<file path="src/rtl/calc_seq_if.sv">
// Host and calculator-side signal bundle for calc_sequencer.
// master: the sequencer; slave: the host/calculator side.
interface calc_seq_if;
    localparam int unsigned INSTR_W = 26;

    logic               In_valid;
    logic               In_ready;
    logic [INSTR_W-1:0] In_instr;
    logic               WEN;
    logic [2:0]         RW;
    logic [2:0]         RX;
    logic [2:0]         RY;
    logic [7:0]         DataIn;
    logic               Sel;
    logic [3:0]         Ctrl;
    logic [7:0]         busY;
    logic               Carry;
    logic               Res_valid;
    logic               Res_ready;
    logic [7:0]         Res_data;
    logic               Res_carry;

    modport master (
        input  In_valid, In_instr, busY, Carry, Res_ready,
        output In_ready, WEN, RW, RX, RY, DataIn, Sel, Ctrl,
               Res_valid, Res_data, Res_carry
    );

    modport slave (
        output In_valid, In_instr, busY, Carry, Res_ready,
        input  In_ready, WEN, RW, RX, RY, DataIn, Sel, Ctrl,
               Res_valid, Res_data, Res_carry
    );
endinterface

</file>
<file path="src/rtl/calc_sequencer.sv">
// Instruction sequencer for simple_calculator: FIFO-buffered instructions, repeated issue, register readback.
// Optional macro CALC_SEQ_STICKY_CARRY_EN: result carry is the OR over all issue cycles instead of the last one.
module calc_sequencer #(
    parameter int unsigned FIFO_DEPTH = 4
) (
    input  logic      Clk,
    input  logic      Rst_n,
    calc_seq_if.master bus,
    output logic      Busy
);
    localparam int unsigned INSTR_W = 26;
    localparam int unsigned AW      = $clog2(FIFO_DEPTH);
    localparam int unsigned PW      = AW + 1;

    typedef struct packed {
        logic [3:0] ctrl;
        logic       sel;
        logic       wen;
        logic [2:0] rw;
        logic [2:0] rx;
        logic [2:0] ry;
        logic [2:0] rep;
        logic [7:0] imm;
    } instr_t;

    typedef enum logic [1:0] {
        IDLE     = 2'd0,
        ISSUE    = 2'd1,
        READBACK = 2'd2
    } state_t;

    state_t               state_q, state_d;
    instr_t               fifo_mem [FIFO_DEPTH];
    logic [PW-1:0]        wr_ptr, rd_ptr;
    logic [INSTR_W-1:0]   in_word;
    instr_t               instr_q;
    logic [2:0]           cnt_q;
    logic                 carry_q;
    logic                 carry_s;
    logic                 full, empty, push, pop;

    assign in_word = bus.In_instr;
    assign empty   = (wr_ptr == rd_ptr);
    assign full    = (wr_ptr[AW] != rd_ptr[AW]) && (wr_ptr[AW-1:0] == rd_ptr[AW-1:0]);
    assign push    = bus.In_valid && !full;
    assign bus.In_ready = !full;
    assign Busy    = (state_q != IDLE) || !empty;

    // Carry is only defined for add/sub; other ops contribute 0.
    assign carry_s = (instr_q.ctrl[3:1] == 3'b000) && bus.Carry;

    // FIFO storage needs no reset; validity is tracked by the pointers.
    always_ff @(posedge Clk) begin
        if (push) begin
            fifo_mem[wr_ptr[AW-1:0]] <= instr_t'(in_word);
        end
    end

    always_ff @(posedge Clk or negedge Rst_n) begin
        if (!Rst_n) begin
            wr_ptr <= '0;
            rd_ptr <= '0;
        end else begin
            if (push) wr_ptr <= wr_ptr + PW'(1);
            if (pop)  rd_ptr <= rd_ptr + PW'(1);
        end
    end

    always_ff @(posedge Clk or negedge Rst_n) begin
        if (!Rst_n) begin
            state_q <= IDLE;
        end else begin
            state_q <= state_d;
        end
    end

    // Next-state and control decode; everything idles at 0 outside ISSUE/READBACK.
    always_comb begin
        state_d       = state_q;
        pop           = 1'b0;
        bus.WEN       = 1'b0;
        bus.RW        = 3'd0;
        bus.RX        = 3'd0;
        bus.RY        = 3'd0;
        bus.DataIn    = 8'd0;
        bus.Sel       = 1'b0;
        bus.Ctrl      = 4'd0;
        bus.Res_valid = 1'b0;
        bus.Res_data  = 8'd0;
        bus.Res_carry = 1'b0;
        case (state_q)
            IDLE: begin
                if (!empty) begin
                    pop     = 1'b1;
                    state_d = ISSUE;
                end
            end
            ISSUE: begin
                bus.WEN    = instr_q.wen;
                bus.RW     = instr_q.rw;
                bus.RX     = instr_q.rx;
                bus.RY     = instr_q.ry;
                bus.DataIn = instr_q.imm;
                bus.Sel    = instr_q.sel;
                bus.Ctrl   = instr_q.ctrl;
                if (cnt_q == 3'd0) state_d = READBACK;
            end
            READBACK: begin
                bus.RY        = instr_q.rw;
                bus.Res_valid = 1'b1;
                bus.Res_data  = bus.busY;
                bus.Res_carry = carry_q;
                if (bus.Res_ready) state_d = IDLE;
            end
            default: state_d = IDLE;
        endcase
    end

    always_ff @(posedge Clk or negedge Rst_n) begin
        if (!Rst_n) begin
            instr_q <= '0;
            cnt_q   <= 3'd0;
            carry_q <= 1'b0;
        end else if (pop) begin
            instr_q <= fifo_mem[rd_ptr[AW-1:0]];
            cnt_q   <= fifo_mem[rd_ptr[AW-1:0]].rep;
            carry_q <= 1'b0;
        end else if (state_q == ISSUE) begin
            if (cnt_q != 3'd0) cnt_q <= cnt_q - 3'd1;
`ifdef CALC_SEQ_STICKY_CARRY_EN
            carry_q <= carry_q | carry_s;
`else
            carry_q <= carry_s;
`endif
        end
    end
endmodule

</file>
<file path="src/flat_wrapper.sv">
// flat-port wrapper written by rule: the top's interface ports become plain ports
module calc_sequencer_flat 
#(
    parameter int unsigned FIFO_DEPTH = 4
)
  (Clk, Rst_n, Busy, bus_In_valid, bus_In_instr, bus_busY, bus_Carry, bus_Res_ready, bus_In_ready, bus_WEN, bus_RW, bus_RX, bus_RY, bus_DataIn, bus_Sel, bus_Ctrl, bus_Res_valid, bus_Res_data, bus_Res_carry);
  calc_seq_if bus_i ();
  input  logic Clk;
  input  logic Rst_n;
  output logic Busy;
  input wire logic [$bits(bus_i.In_valid)-1:0] bus_In_valid;
  input wire logic [$bits(bus_i.In_instr)-1:0] bus_In_instr;
  input wire logic [$bits(bus_i.busY)-1:0] bus_busY;
  input wire logic [$bits(bus_i.Carry)-1:0] bus_Carry;
  input wire logic [$bits(bus_i.Res_ready)-1:0] bus_Res_ready;
  output wire logic [$bits(bus_i.In_ready)-1:0] bus_In_ready;
  output wire logic [$bits(bus_i.WEN)-1:0] bus_WEN;
  output wire logic [$bits(bus_i.RW)-1:0] bus_RW;
  output wire logic [$bits(bus_i.RX)-1:0] bus_RX;
  output wire logic [$bits(bus_i.RY)-1:0] bus_RY;
  output wire logic [$bits(bus_i.DataIn)-1:0] bus_DataIn;
  output wire logic [$bits(bus_i.Sel)-1:0] bus_Sel;
  output wire logic [$bits(bus_i.Ctrl)-1:0] bus_Ctrl;
  output wire logic [$bits(bus_i.Res_valid)-1:0] bus_Res_valid;
  output wire logic [$bits(bus_i.Res_data)-1:0] bus_Res_data;
  output wire logic [$bits(bus_i.Res_carry)-1:0] bus_Res_carry;
  assign bus_i.In_valid = bus_In_valid;
  assign bus_i.In_instr = bus_In_instr;
  assign bus_i.busY = bus_busY;
  assign bus_i.Carry = bus_Carry;
  assign bus_i.Res_ready = bus_Res_ready;
  assign bus_In_ready = bus_i.In_ready;
  assign bus_WEN = bus_i.WEN;
  assign bus_RW = bus_i.RW;
  assign bus_RX = bus_i.RX;
  assign bus_RY = bus_i.RY;
  assign bus_DataIn = bus_i.DataIn;
  assign bus_Sel = bus_i.Sel;
  assign bus_Ctrl = bus_i.Ctrl;
  assign bus_Res_valid = bus_i.Res_valid;
  assign bus_Res_data = bus_i.Res_data;
  assign bus_Res_carry = bus_i.Res_carry;
  calc_sequencer #(.FIFO_DEPTH(FIFO_DEPTH)) u_core (.Clk(Clk), .Rst_n(Rst_n), .bus(bus_i), .Busy(Busy));
endmodule
</file>
<file path="config.mk">
export PLATFORM = sky130hd
export DESIGN_NAME = calc_sequencer_flat
export DESIGN_NICKNAME = d
export VERILOG_FILES = /design/src/rtl/calc_seq_if.sv /design/src/rtl/calc_sequencer.sv /design/src/flat_wrapper.sv
export SDC_FILE = /design/constraint.sdc
export NUM_CORES = 1
export LEC_CHECK = 0
export ABC_CLOCK_PERIOD_IN_PS = 6200
export BUFFER_PORTS_ARGS = -buffer_cell sky130_fd_sc_hd__buf_4
export CELL_PAD_IN_SITES_DETAIL_PLACEMENT = 0
export CELL_PAD_IN_SITES_GLOBAL_PLACEMENT = 1
export CORE_MARGIN = 8
export CORE_UTILIZATION = 50
export CTS_BUF_LIST = sky130_fd_sc_hd__clkbuf_8 sky130_fd_sc_hd__clkbuf_16
export CTS_CLUSTER_SIZE = 30
export DETAILED_ROUTE_END_ITERATION = 8
export PLACE_DENSITY = 0.82
export SLEW_MARGIN = 30
export SYNTH_ARGS = -nofsm -noshare
export SYNTH_HDL_FRONTEND = slang
export SYNTH_SLANG_ARGS = --single-unit
export TNS_END_PERCENT = 5
</file>
<file path="constraint.sdc">
create_clock -name Clk -period 6.2 [get_ports Clk]
set_input_delay 0.31 -clock Clk [delete_from_list [all_inputs] [get_ports Clk]]
set_output_delay 0.31 -clock Clk [all_outputs]
set_load 0.01 [all_outputs]
</file>
==> results of run 1 <==
critical path: stages, from the launching register on:
cell     delay, ns
dfrtp_1       0.39
inv_1         0.13
ha_1          0.75
a22oi_1       0.21
nor2b_1       0.17
buf_4         0.14
worst min path at each step:
| stage | from | endpoint | slack [ns] | cells past startpoint |
|---|---|---|---|---|
| finish | bus_In_instr[8] | u_core.fifo_mem[2][8] | 0.10 | 1 |
| CTS | bus_In_instr[16] | u_core.fifo_mem[1][16] | 0.08 | 1 |
| floorplan | Rst_n | u_core.carry_q | 0.01 | 0 |
| global route | bus_In_instr[2] | u_core.fifo_mem[0][2] | 0.08 | 1 |
| detailed placement | Rst_n | u_core.instr_q[6] | 0.31 | 1 |
| global placement | Rst_n | u_core.instr_q[6] | 0.31 | 1 |
sequential cells by signal, summed over array words and instances, names as in the netlist:
name             count
u_core.rd_ptr        3
u_core.fifo_mem    104
u_core.wr_ptr        3
u_core.instr_q      23
u_core.state_q       2
u_core.carry_q       1
u_core.cnt_q         3
cell families (layout without fill, tap and decap cells):
family                   after synthesis  after routing
AND/OR/NAND/NOR                       46             46
multiplexers                          53             53
AO/OA/AOI/OAI                         12             12
buffers and inverters                 24            123
adder cells (fa/ha/maj)               11             11
flip-flops                           139            139
XOR/XNOR                              10             10
cell type report:
cell class	count	share of cell area (%)
flip-flops and latches	139	55.8
multi-input cells	132	23.3
repair buffers	80	8.42
clock buffers	19	6.32
clock inverters	13	3.07
well taps	143	2.50
inverters	11	0.577
per-stage QoR:
| stage | setup WS [ns] | utilization, % | instances | hold slack [ns] |
|---|---|---|---|---|
| 2_1_floorplan | 4.11 | - | 295 | 0.0144 |
| 3_3_place_gp | 3.98 | 56.9 | 504 | 0.307 |
| 3_5_place_dp | 3.82 | 57.0 | 504 | 0.308 |
| 4_1_cts | 3.68 | 63.0 | 537 | 0.0779 |
| 5_1_grt | 3.53 | 63.0 | 537 | 0.0755 |
| 6_report | 3.71 | 63.0 | 537 | 0.101 |
power by group through the flow:
| stage | combinational, µW | clock, µW | sequential [µW] |
|---|---|---|---|
| detailed placement | 1350 | 0 | 1440 |
| floorplan | 1020 | 0 | 1390 |
| CTS | 1370 | 1150 | 1420 |
| global placement | 1320 | 0 | 1420 |
| finish | 1340 | 1130 | 1420 |
| global route | 1450 | 1190 | 1450 |
synth_stat cells (2+ instances only):
library cell | instances | area, µm²
and2_1 | 34 | 213
a21oi_1 | 2 | 10.0
edfxtp_1 | 104 | 3120
a22oi_1 | 3 | 22.5
mux2_2 | 3 | 33.8
xor2_1 | 4 | 35.0
mux4_1 | 21 | 552
o21ai_0 | 2 | 10.0
xnor2_1 | 4 | 35.0
nor2b_1 | 3 | 18.8
xnor2_2 | 2 | 32.5
ha_1 | 11 | 138
mux2_4 | 23 | 345
inv_1 | 11 | 41.3
dfrtp_1 | 35 | 876
nand3_1 | 2 | 10.0
clkbuf_1 | 6 | 22.5
buf_6 | 6 | 67.6
mux4_2 | 5 | 113
nor2_1 | 3 | 11.3
repair_timing:
action	in CTS	in global routing
endpoints found under the hold margin	35	0
buffers inserted	0	0
hold buffers	1	0
metal layers:
layer | global-route usage, % | up-vias
met4 | 6.55 | 0
met1 | 17.8 | 1450
met3 | 4.99 | 13
li1 | - | 1316
met2 | 26.5 | 71
met5 | 0 | -
==> results.cfg, run 1 <==
[synth]
synth_mux_area_share_pct = 18.2
synth_compound_area_share_pct = 1.53
synthFlopType = edfxtp_1
synth.distinct_cells = 31
synthAdderAreaFrac_pct = 2.37
synth.cell_area_um2 = 5800
syn_area_per_cell_um2 = 19.6
synth-seq-cells = 139
synth_edf_count = 104
syn-instance-count = 295
synth-xor-area-share_pct = 1.77
synth_top_family_by_area = multiplexers
yosys_warnings = 0
synth_nets = 345
synth-async-reset-ratio_pct = 25.2
yosys.area_share.simple_pct = 4.75
seq_area_frac_synth_pct = 69.0

[route]
final_antenna_net_count = 0
wl_um = 11100
avgViaCountPerCell = 5.31
vias = 2850
top_layer_used = met4
m1WireLength_um = 4670
drc = 0
wl_met2_um = 5650
drtIter0Drc = 197
routedWlPerCell_um = 20.7
first_pass_iters = 4
wl_met3_um = 625

[cells_and_area]
finalNetCount = 431
drive_gt1_share_pct = 36.8
antennaDiodeCount = 0
multi_input_area_um2 = 1670
layout_commonest_cell = edfxtp_1
nFillCells = 804
area_growth_pct = 23.6
layout_common_cells = 104 x edfxtp_1, 79 x buf_4, 35 x dfrtp_1
regArea_um2 = 4000
stdcell_area_um2 = 7160

[critical_path]
rrSetupSlack_ns = 3.78
worst-path-max-fanout = 26
reg2reg_from = u_core.state_q[1]
critical_path.endpoint = bus_RY[0]
cp.required_ns = 5.89
crit_start = u_core.state_q[1]
r2r_cells = 5
end_kind = primary output
start_kind = register
setup.worst_path.class = register to primary output
reg2reg_to = u_core.state_q[0]
worstPathArrival_ns = 2.18

[placed_design]
port_buffers = 73
place_congestion = 0.721
postPlaceCellArea_um2 = 6480
place_hpwl_um = 6810

[global_route]
overflow = 0
grt_max_degree = 36
grtUsageTotal_pct = 15.6
grt_pass1_vias = 3139
antenna_found_initial = 0
grt_pass1_wl_um = 17100

[clock_tree]
path_clk_slew_ns = 0.06
cts_tree = done
cts_resized = 0
clockBufferDepth = 2
clockRootBuffer = clkbuf_16
clock_latency_ns = 0.41
htree_levels = 4
cts_made_buffers = 17
clock-sinks = 139

[timing]
relSlewSlack_pct = 41.7
finalHoldViolations = 0
skew_ns = 0.00575
rsz0062_at_grt = no
slew_viol_final = 0
period_share_pct = 40.2
tightest_slew_ns = 0.875
fin_crit_ns = 2.49
setup_violations = 0
fmax_mhz = 401
tns_ns = 0

[power]
p_sw_uw = 1110
internal-power_uw = 2780
max-vdd-ir-drop_mv = 0.429
total_power_uw = 3890
seqPwrFrac_pct = 36.6
power_density_nw_per_um2 = 544
p_sw_share_pct = 28.5
comb_power_share_pct = 34.4
p_clk_share_pct = 29.0
leakagePower_uw = 0.00288

[floorplan]
die-area_um2 = 15300
die_y_um = 124
die_w_um = 124
rows = 39
coreArea_um2 = 11400
start_util_pct = 51.0
pin_count = 74

[job]
cap_violations = 0

[outcome]
outcome = finished, final reports clean

[worst_hold_path]
hold_class = input port to register
(Power assumes the default switching activity.)
==> run 2: changes to the inputs <==
ABC_CLOCK_PERIOD_IN_PS = 2100   (was 6200)
CORE_UTILIZATION = 45   (was 50)
PLACE_DENSITY = 0.78   (was 0.82)
clock period = 2.1 ns   (was 6.2 ns; I/O delays follow)
==> run 2 against run 1 <==
Against the previous run: core utilization shrank 3.0 points; clock power grew to 3.0 times the previous value; sequential power grew to 3.0 times the previous value; wire length shrank 3.9%; non-clock buffer count grew 32; cell area grew 5.6%; combinational power grew to 3.0 times the previous value; largest cell class unchanged; largest power group unchanged.
==> results.cfg, run 2 (same netlist as run 1, synthesis figures left out) <==
[outcome]
outcome = finished, final reports clean

[timing]
skew_ns = 0.00751
fin_ws_ns = 0.244
tns_ns = 0
relSlewSlack_pct = 67.6
rsz0062_at_grt = no
slew_viol_final = 0
tightest_slew_ns = 0.485
setup_violations = 0
period_share_pct = 88.4
fin_crit_ns = 1.86
finalHoldViolations = 0
fmax_mhz = 539

[placed_design]
dpl_worst_slack_ns = 0.242
port_buffers = 73
place_hpwl_um = 6640
place_congestion = 0.712
postPlaceCellArea_um2 = 6620

[critical_path]
cpPeakStageDelay_ns = 0.61
cp_top_family = multiplexers
worst-path-max-fanout = 19
crit_buf_inv = 1
start_kind = register
cp.required_ns = 2.38
worstPathArrival_ns = 2.14
worstPathCellList = buf_4 > mux4_1 > mux2_4
end_kind = register
critPathSlowestCell = mux4_1
setup.worst_path.class = register to register

[cells_and_area]
layout_commonest_cell = edfxtp_1
largest_reg_flops = 104
area_growth_pct = 30.5
finalNetCount = 463
layout_common_cells = 104 x edfxtp_1, 80 x buf_4, 34 x and2_1, 34 x dfrtp_1, 27 x dlygate4sd3_1
stdcell_area_um2 = 7560
antennaDiodeCount = 0
drive_gt1_share_pct = 35.4

[route]
avgViaCountPerCell = 4.85
vias = 2901
drc = 0
drtIter0Drc = 122
final_antenna_net_count = 0
first_pass_iters = 4
wl_um = 10700
routedWlPerCell_um = 17.9

[global_route]
grtUsageTotal_pct = 13.7
grt_pass1_vias = 3292
grt_max_degree = 36
antenna_found_initial = 0
grt_pass1_wl_um = 17000
overflow = 0

[floorplan]
pin_count = 74
coreArea_um2 = 12600
rows = 41
die_y_um = 129
die-area_um2 = 16800
die_w_um = 129
start_util_pct = 45.9

[clock_tree]
clockRootBuffer = clkbuf_16
cts_resized = 0
clock_latency_ns = 0.41
cts_tree = done
clockBufferDepth = 2
htree_levels = 4
clock-sinks = 139
path_clk_slew_ns = 0.05
cts_made_buffers = 17

[power]
leakagePower_uw = 0.00304
max-vdd-ir-drop_mv = 0.853
power_density_nw_per_um2 = 1540
total_power_uw = 11600

[worst_hold_path]
hold_class = input port to register

[job]
cap_violations = 0
## run 2: cell types whose count changed in the layout (fill, tap and decap cells not counted), sizes merged
cell / change
clkbuf: -2
clkinv: +1
bufinv: +1
buf: +6
dlygate4sd3: +26
## run 2: final timing paths
kind / from / end / slack, ns / depth (start not counted)
min reg2reg: u_core.instr_q[0] / u_core.instr_q[0] / 0.50 / 1
max: u_core.rd_ptr[0] / u_core.instr_q[19] / 0.24 / 3
max in group asynchronous: Rst_n / u_core.rd_ptr[0] / 1.52 / 2
max reg2reg: u_core.rd_ptr[0] / u_core.instr_q[19] / 0.24 / 3
min: bus_Carry / u_core.carry_q / 0.03 / 3
min in group asynchronous: Rst_n / u_core.rd_ptr[2] / 0.22 / 2
## run 2: worst reg2reg max path: stages (launching register included)
cell,delay [ns]
dfrtp_2,0.48
buf_4,0.36
mux4_1,0.61
mux2_4,0.29
## run 2: cell type report
type / instances / area [µm²]
clock buffers: 17 / 425
clock inverters: 15 / 254
fillers: 962 / 5050
inverters: 11 / 41.3
multi-input cells: 132 / 1660
flip-flops and latches: 139 / 4000
well taps: 172 / 215
repair buffers: 112 / 971
## run 2: timing repair
item                                   CTS  global route
hold buffers                            27             0
setup buffers                            0             0
endpoints found under the hold margin  139             0
## run 2: stage by stage
| step | hold WS (ns) | util (%) | instances |
|---|---|---|---|
| 4_1_cts | 0.0143 | 59.9 | 598 |
| 3_5_place_dp | 0.112 | 52.4 | 539 |
| 3_3_place_gp | 0.106 | 52.4 | 539 |
| 6_report | 0.0332 | 59.9 | 598 |
| 5_1_grt | 0.0214 | 59.9 | 598 |
| 2_1_floorplan | -0.191 | - | 295 |
## run 2: per-layer routing
metal | up-vias | wire length [µm] | track usage [%]
met5 | - | 0 | 0
met4 | 0 | 82 | 5.12
met3 | 7 | 623 | 4.44
met2 | 81 | 5340 | 23.2
met1 | 1429 | 4650 | 15.9
li1 | 1384 | - | -
## run 2: power by group
| part | leakage, µW | internal (µW) | switching, µW | total, µW |
|---|---|---|---|---|
| clock network | 0.000339 | 2330 | 1060 | 3390 |
| registers | 0.00136 | 3840 | 354 | 4190 |
| logic | 0.00134 | 2280 | 1790 | 4070 |
| total | 0.00304 | 8440 | 3200 | 11600 |
